### src/rtl/fab_clk_en_gen.sv
// fab_clk_en_gen
//   APB3-programmable clock-enable generator on the MSS fabric clock.
//   Produces N_CH independent single-cycle enable strobes. Each strobe has
//   period DIV[i]+1 cycles. No strobes are issued while the CCC is unlocked.
//
// Ports
//   FAB_CLK    in   1       fabric clock, rising edge
//   M2FRESETn  in   1       synchronous active-low reset
//   FAB_LOCK   in   1       CCC lock; low = clock not trusted
//   PSEL       in   1       APB3 select
//   PENABLE    in   1       APB3 access phase
//   PWRITE     in   1       APB3 write
//   PADDR      in   ADDR_W  APB3 byte address, [1:0] ignored
//   PWDATA     in   32      APB3 write data
//   PRDATA     out  32      APB3 read data, registered in the setup phase
//   PREADY     out  1       always 1
//   PSLVERR    out  1       unmapped access, access phase only
//   CLK_EN     out  N_CH    per-channel one-cycle enable strobe
//
// Register map
//   0x00 CTRL    [0] GEN, [1] RESTART (write-1, reads 0), [8+N_CH-1:8] CH_EN
//   0x04 STATUS  [0] live FAB_LOCK, [1] LOCK_LOST (sticky, W1C)
//   0x10+4*i     DIV[i] in [DIV_W-1:0]
module fab_clk_en_gen #(
  parameter int unsigned N_CH   = 4,
  parameter int unsigned DIV_W  = 16,
  parameter int unsigned ADDR_W = 8
) (
  input  logic              FAB_CLK,
  input  logic              M2FRESETn,
  input  logic              FAB_LOCK,
  input  logic              PSEL,
  input  logic              PENABLE,
  input  logic              PWRITE,
  input  logic [ADDR_W-1:0] PADDR,
  input  logic [31:0]       PWDATA,
  output logic [31:0]       PRDATA,
  output logic              PREADY,
  output logic              PSLVERR,
  output logic [N_CH-1:0]   CLK_EN
);

  localparam int unsigned IW = ADDR_W - 2;

  logic             r_gen;
  logic             r_restart;
  logic [N_CH-1:0]  r_ch_en;
  logic             r_lost;
  logic [DIV_W-1:0] r_div [N_CH];
  logic [DIV_W-1:0] r_cnt [N_CH];
  logic [N_CH-1:0]  r_clk_en;
  logic [31:0]      r_prdata;

  logic [IW-1:0]    w_idx;
  logic             w_sel_ctrl;
  logic             w_sel_stat;
  logic [N_CH-1:0]  w_sel_div;
  logic             w_mapped;
  logic [31:0]      w_rdata;
  logic             w_wr;
  logic             w_rd_setup;
  logic             w_unused;

  assign w_idx      = PADDR[ADDR_W-1:2];
  assign w_wr       = PSEL & PENABLE & PWRITE;
  assign w_rd_setup = PSEL & ~PENABLE;

  // Address decode and read mux; unmapped addresses return 0.
  always_comb begin
    w_sel_ctrl = (w_idx == IW'(0));
    w_sel_stat = (w_idx == IW'(1));
    w_sel_div  = '0;
    w_rdata    = '0;
    for (int unsigned i = 0; i < N_CH; i++) begin
      w_sel_div[i] = (w_idx == IW'(4 + i));
    end
    w_mapped = w_sel_ctrl | w_sel_stat | (|w_sel_div);
    if (w_sel_ctrl) begin
      w_rdata[0]         = r_gen;
      w_rdata[8 +: N_CH] = r_ch_en;
    end
    if (w_sel_stat) begin
      w_rdata[0] = FAB_LOCK;
      w_rdata[1] = r_lost;
    end
    for (int unsigned i = 0; i < N_CH; i++) begin
      if (w_sel_div[i]) begin
        w_rdata[DIV_W-1:0] = r_div[i];
      end
    end
  end

  // Configuration registers and APB read register.
  always_ff @(posedge FAB_CLK) begin
    if (!M2FRESETn) begin
      r_gen     <= 1'b0;
      r_restart <= 1'b0;
      r_ch_en   <= '0;
      r_lost    <= 1'b0;
      r_prdata  <= '0;
      for (int unsigned i = 0; i < N_CH; i++) begin
        r_div[i] <= '0;
      end
    end else begin
      r_restart <= 1'b0;
      if (w_wr && w_sel_ctrl) begin
        r_gen     <= PWDATA[0];
        r_restart <= PWDATA[1];
        r_ch_en   <= PWDATA[8 +: N_CH];
      end
      for (int unsigned i = 0; i < N_CH; i++) begin
        if (w_wr && w_sel_div[i]) begin
          r_div[i] <= PWDATA[DIV_W-1:0];
        end
      end
      // Lock loss sets the sticky bit even if a clear is written this cycle.
      if (!FAB_LOCK) begin
        r_lost <= 1'b1;
      end else if (w_wr && w_sel_stat && PWDATA[1]) begin
        r_lost <= 1'b0;
      end
      if (w_rd_setup) begin
        r_prdata <= w_rdata;
      end
    end
  end

  // Channel counters. The reload value is sampled at reload time, so a DIV
  // write only affects the period after the one in progress. RESTART zeroes
  // every counter one edge after the CTRL write so active channels align.
  always_ff @(posedge FAB_CLK) begin
    for (int unsigned i = 0; i < N_CH; i++) begin
      if (!M2FRESETn || !(r_gen && r_ch_en[i] && FAB_LOCK)) begin
        r_cnt[i]    <= '0;
        r_clk_en[i] <= 1'b0;
      end else begin
        r_clk_en[i] <= (r_cnt[i] == '0);
        if (r_restart) begin
          r_cnt[i] <= '0;
        end else if (r_cnt[i] == '0) begin
          r_cnt[i] <= r_div[i];
        end else begin
          r_cnt[i] <= r_cnt[i] - DIV_W'(1);
        end
      end
    end
  end

  assign PRDATA   = r_prdata;
  assign PREADY   = 1'b1;
  assign PSLVERR  = PSEL & PENABLE & ~w_mapped;
  assign CLK_EN   = r_clk_en;
  assign w_unused = &{1'b0, PADDR[1:0], PWDATA};

endmodule

### config.mk
export PLATFORM = sky130hd
export DESIGN_NAME = fab_clk_en_gen
export DESIGN_NICKNAME = d
export VERILOG_FILES = /design/src/rtl/fab_clk_en_gen.sv
export SDC_FILE = /design/constraint.sdc
export NUM_CORES = 1
export LEC_CHECK = 0
export ABC_CLOCK_PERIOD_IN_PS = 3860
export BUFFER_PORTS_ARGS = -buffer_cell sky130_fd_sc_hd__clkbuf_2
export CORE_MARGIN = 3
export CORE_UTILIZATION = 59
export DETAILED_ROUTE_END_ITERATION = 6
export GPL_TIMING_DRIVEN = 0
export HOLD_SLACK_MARGIN = 0.02
export PLACE_DENSITY_LB_ADDON = 0.25
export SLEW_MARGIN = 20
export SYNTH_ARGS = -nofsm -noshare
export SYNTH_HDL_FRONTEND = slang
export SYNTH_SLANG_ARGS = --single-unit
### constraint.sdc
create_clock -name FAB_CLK -period 3.86 [get_ports FAB_CLK]
set_input_delay 0.579 -clock FAB_CLK [delete_from_list [all_inputs] [get_ports FAB_CLK]]
set_output_delay 0.579 -clock FAB_CLK [all_outputs]
set_load 0.005 [all_outputs]
Word level (Yosys, flattened, before mapping)
Memories as Yosys holds them, arrays and structs flattened.
Cells that the tools add are included.
{"block": "word_totals", "ff_bits": 27, "word_cells": 163, "ram_bits": 128, "inputBits": 46, "memories": 2, "output_inout_bits": 38}
{"memory": "r_cnt", "words": 4, "word_bits": 16, "read_ports": 4, "rd_clocked_by_memory_dff": 0, "wr": 4, "line_no": "50", "text": "logic [DIV_W-1:0] r_cnt [N_CH];"}
{"memory": "r_div", "words": 4, "word_bits": 16, "read_ports": 4, "rd_clocked_by_memory_dff": 0, "wr": 4, "line_no": "49", "text": "logic [DIV_W-1:0] r_div [N_CH];"}
{"block": "op_classes", "n_reduce_logical": 31, "muxes": 87, "n_eq_ne": 6, "n_bitwise": 24, "addsub": 4}
{"operator": "16-bit 2-to-1 mux", "n": 20}
{"operator": "1-bit 2-to-1 mux", "n": 65}
{"operator": "16-bit zero test", "n": 4}
{"operator": "16-bit by 1-bit subtractor with 16-bit output, second input constant", "n": 4}
{"operator": "6-bit by 3-bit equality test with 1-bit output, second input constant", "n": 4}
{"operator": "1-bit OR", "n": 18}
{"operator": "1-bit logical AND", "n": 15}
{"operator": "6-bit by 1-bit equality test with 1-bit output, second input constant", "n": 1}
{"operator": "6-bit zero test", "n": 1}
{"operator": "1-bit zero test", "n": 5}
{"operator": "1-bit AND", "n": 4}
{"operator": "1-bit logical OR", "n": 4}
{"operator": "4-bit 2-to-1 mux", "n": 1}
{"operator": "4-bit OR reduction", "n": 1}
{"operator": "2-bit 2-to-1 mux", "n": 1}
{"operator": "2-bit by 1-bit inequality test with 1-bit output, second input constant", "n": 1}
{"operator": "1-bit NOT", "n": 2}
{"operator": "2-bit AND reduction", "n": 1}

Depth between registers and ports, before layout
{"block": "depth", "word_depth": 9, "mapped_depth": 8, "depth_no_buf": 7}

Worst setup path after synthesis
OpenSTA, ideal clock, no wires.
{"block": "synth_timing", "path_type": "input to register", "from": "input port PADDR[5]", "to": "memory r_div[1][0] (enable)", "setup_time_ns": 0.411, "cell_stages": 4, "arrival_ns": 2.478, "t_required_ns": 3.449, "path_buffers": 0, "slack_ns": 0.970, "cell_sequence": "nor4b_2 > nor2b_1 > nand2_1 > o21ai_0"}
{"item": "start, declared", "line_no": "35", "text": "input logic [ADDR_W-1:0] PADDR,"}
{"item": "end, declared", "line_no": "49"}

==> summary.txt <==
Status: completed
Cell Area, Placed: 8687 um^2
Worst-case clock buffer depth: 2
Cell family with most CP delay: buffers and inverters
WL/cell: 20.35 um
Critical path depth: 6
Initial antenna violation count: 1
Clock input transition at the sequential cells of the worst setup and hold paths: 0.06 ns
Number of max-cap violations: 0
Clock sink total: 155
Clk Tree Root Cell: clkbuf_16
Worst hold path type: input port to register
Switch share: 22.55%
Post-route clock period utilization: 66.31%
Largest net degree at the start of global routing: 17
Post-synth EDFFs: 128
Commonest non-fill, non-tap cell in the layout: edfxtp_1
Final hold vios: 0
Yosys warnings: 0
Global-route wire length before repair: 32890 um
F_max: 0.3907 GHz
Post-Syn Instances: 698
Die width: 121.6 um
Total CTS buffers: 17
Synthesized flop and latch total: 155
Setup Fix Bufs, Post-CTS: 0
Final Cell Area: 9268 um^2
Least-Margin Pin Slew: 1.126 ns
Crit start category: input port
Max-slew violations: 0
Die Area: 14780 um^2
Comb pwr share: 5.9%
IO buf count: 46
Setup-failing EPs final: 0
Cells resized by post-CTS repair: 0
Critical path required time: 4.15 ns
Largest cells by area after synthesis: edfxtp_1, dfxtp_1, and2_1
Cell variety after synth: 48
Antenna violation net count after detailed routing: 0
Hold Slack: 0.3700 ns
CP Capture Type: register
Most Crowded Layer GR: met2
Switching power: 0.8561 mW
FF/Latch Area: 4384 um^2
WP buf/inv: 3
R2R Path Start: r_cnt[2][6]
Starting Density: 61.45%
Nets@finish: 900
Int Power: 2.940 mW
Initial DRC count: 711
Mapped Avg Cell Area: 11.29 um^2
Crit-path max FO: 10
Ys async rst share: 0%
Placer Congestion: 0.8911
Clock Skew: 0.006916 ns
CP arrival: 2.85 ns
Number of diodes: 0
H-Tree Depth: 4
Area share of the largest cell type after synthesis: 48.77%
Post-synth top flop: edfxtp_1
Max stage delay on crit path: 0.68 ns
Num ports: 84
Leakage: 3.334 nW
Crit path from: PADDR[2]
M2 GR Usage: 48.84%
Total Wirelength: 20980 um
DRT Pass-1 Iters: 5
Hold buffers post-CTS: 0
Area of the multi-input gates: 3525 um^2
Relative slew slack: 24.26%
Met3 usage: 7.474%
Area delta synth->final: 17.59%
Reg2Reg Depth: 5
GRT overflow: 0
Total GRT Usage: 29.76%
Fraction of layout cells with a size suffix above 1: 14.44%
Final Critical Period: 2.560 ns
Drc violations: 0
Rows: 41
Flop pwr share: 50.9%
Commonest cells after routing, fill and taps aside: edfxtp_1, conb_1, nor2_1, and2_1, clkbuf_2
Max IR drop VDD: 290.0 uV
Slowest cell on crit path: nor3_1
CP Class: input port to register
Post-synthesis cell area: 7881 um^2
Register area share after synthesis: 55.63%
Vias in the first global route: 6051
Post-placement cell count: 999
Most used cell along the critical path: clkbuf_1
Setup TNS: 0 ns
PwrDens: 409.6 nW/um^2
RSZ-0062 raised after global routing: false
Vias/cell: 5.906
Hold path cells: 2
Clock network power share: 43.2%
Hold_sp: FAB_LOCK
Worst skew pair latency: 0.42 ns
Die height: 121.6 um
CP cell instances: clkbuf_1 -> buf_2 -> nand2_1 -> nor3_1 -> clkbuf_1 -> and2_1
Grt met1 use: 36.73%
CTS tree: done
Via count: 6089
Fill count: 902
Post-Layout Cell Count: 1031
Core area: 12820 um^2
Post-synth top area cell: edfxtp_1
Post-DP HPWL: 15810 um
==> power groups by stage <==
| stage | registers [mW] | logic (mW) | clock network (mW) |
|---|---|---|---|
| 6_report | 1.93 | 0.224 | 1.64 |
| 3_3_place_gp | 1.96 | 0.201 | 0 |
| 2_1_floorplan | 1.93 | 0.145 | 0 |
| 4_1_cts | 1.93 | 0.217 | 1.65 |
| 5_1_grt | 1.94 | 0.244 | 1.72 |
| 3_5_place_dp | 1.97 | 0.214 | 0 |
==> final cells by class <==
| class | instances | share of cell area (%) |
|---|---|---|
| Buffer | 47 | 2.660 |
| Clock buffer | 21 | 4.968 |
| Clock inverter | 11 | 1.296 |
| Inverter | 10 | 0.4050 |
| Multi-Input combinational cell | 565 | 38.03 |
| Sequential cell | 155 | 47.31 |
| Tap cell | 172 | 2.322 |
| Timing Repair Buffer | 50 | 3.011 |
==> worst reg2reg max path, cell delays in order (launching register included) <==
cell and delay, ns:
edfxtp_1 0.45, nor4_2 0.60, nand4_1 0.31, nand3_1 0.34, clkbuf_1 0.39, o2bb2ai_1 0.14
==> state kept, by name, indices dropped and copies added, names as in the netlist <==
register	count
CLK_EN	4
r_div	64
r_lost	1
r_cnt	64
r_restart	1
r_ch_en	4
r_gen	1
PRDATA	16
==> through the flow <==
stage | setup slack [ns] | power [mW] | util (%)
after floorplan | 0.9704 | 2.079 | -
after global placement | 0.04250 | 2.165 | 67.24
after detailed placement | 0.9216 | 2.179 | 67.74
after CTS | 1.287 | 3.799 | 72.26
after global routing | 0.9933 | 3.900 | 72.26
final | 1.300 | 3.796 | 72.26
==> cell usage after synthesis (3+ instances only) <==
cell,count
edfxtp_1,128
nor2_1,73
and2_1,66
a211oi_1,38
nand2_1,37
xnor2_1,34
a21oi_1,30
nor3_1,29
dfxtp_1,27
clkbuf_1,24
o21ai_0,20
buf_4,17
xor2_1,15
o2bb2ai_1,14
nor4_1,12
nand3_1,11
a22oi_1,10
inv_1,10
mux4_2,10
nand2b_1,9
ha_1,8
nand4_1,7
mux2i_1,6
and3_1,5
buf_2,5
nor3b_1,5
nor4b_1,5
or4_1,5
mux2_2,4
nor2b_1,4
o211ai_1,4
or3_1,4
a311oi_1,3
==> final timing paths <==
check	to	slack [ns]
worst min-delay path	r_lost	0.37
worst min register to register	r_gen	0.48
worst max register to register	r_cnt[2][11]	1.35
worst max-delay path	r_div[3][12]	1.30
==> routing by layer <==
layer,vias up,part of all wire (%)
li1,2798,-
met1,2914,37
met2,304,49
met3,71,9.0
met4,2,4.6
met5,-,0.062
==> kinds of logic after synthesis <==
logic type,after synthesis,share of synthesized area (%)
adders and majority gates,8,1.270
other,2,0.09529
DFF,155,55.63
muxes,20,4.191
AOI/OAI and AO/OA,127,10.81
xor gates and xnor gates,49,5.445
and+or+nand+nor,280,18.96
buffers and inverters,57,3.604
Note: power is estimated with default switching activity, not from simulation.
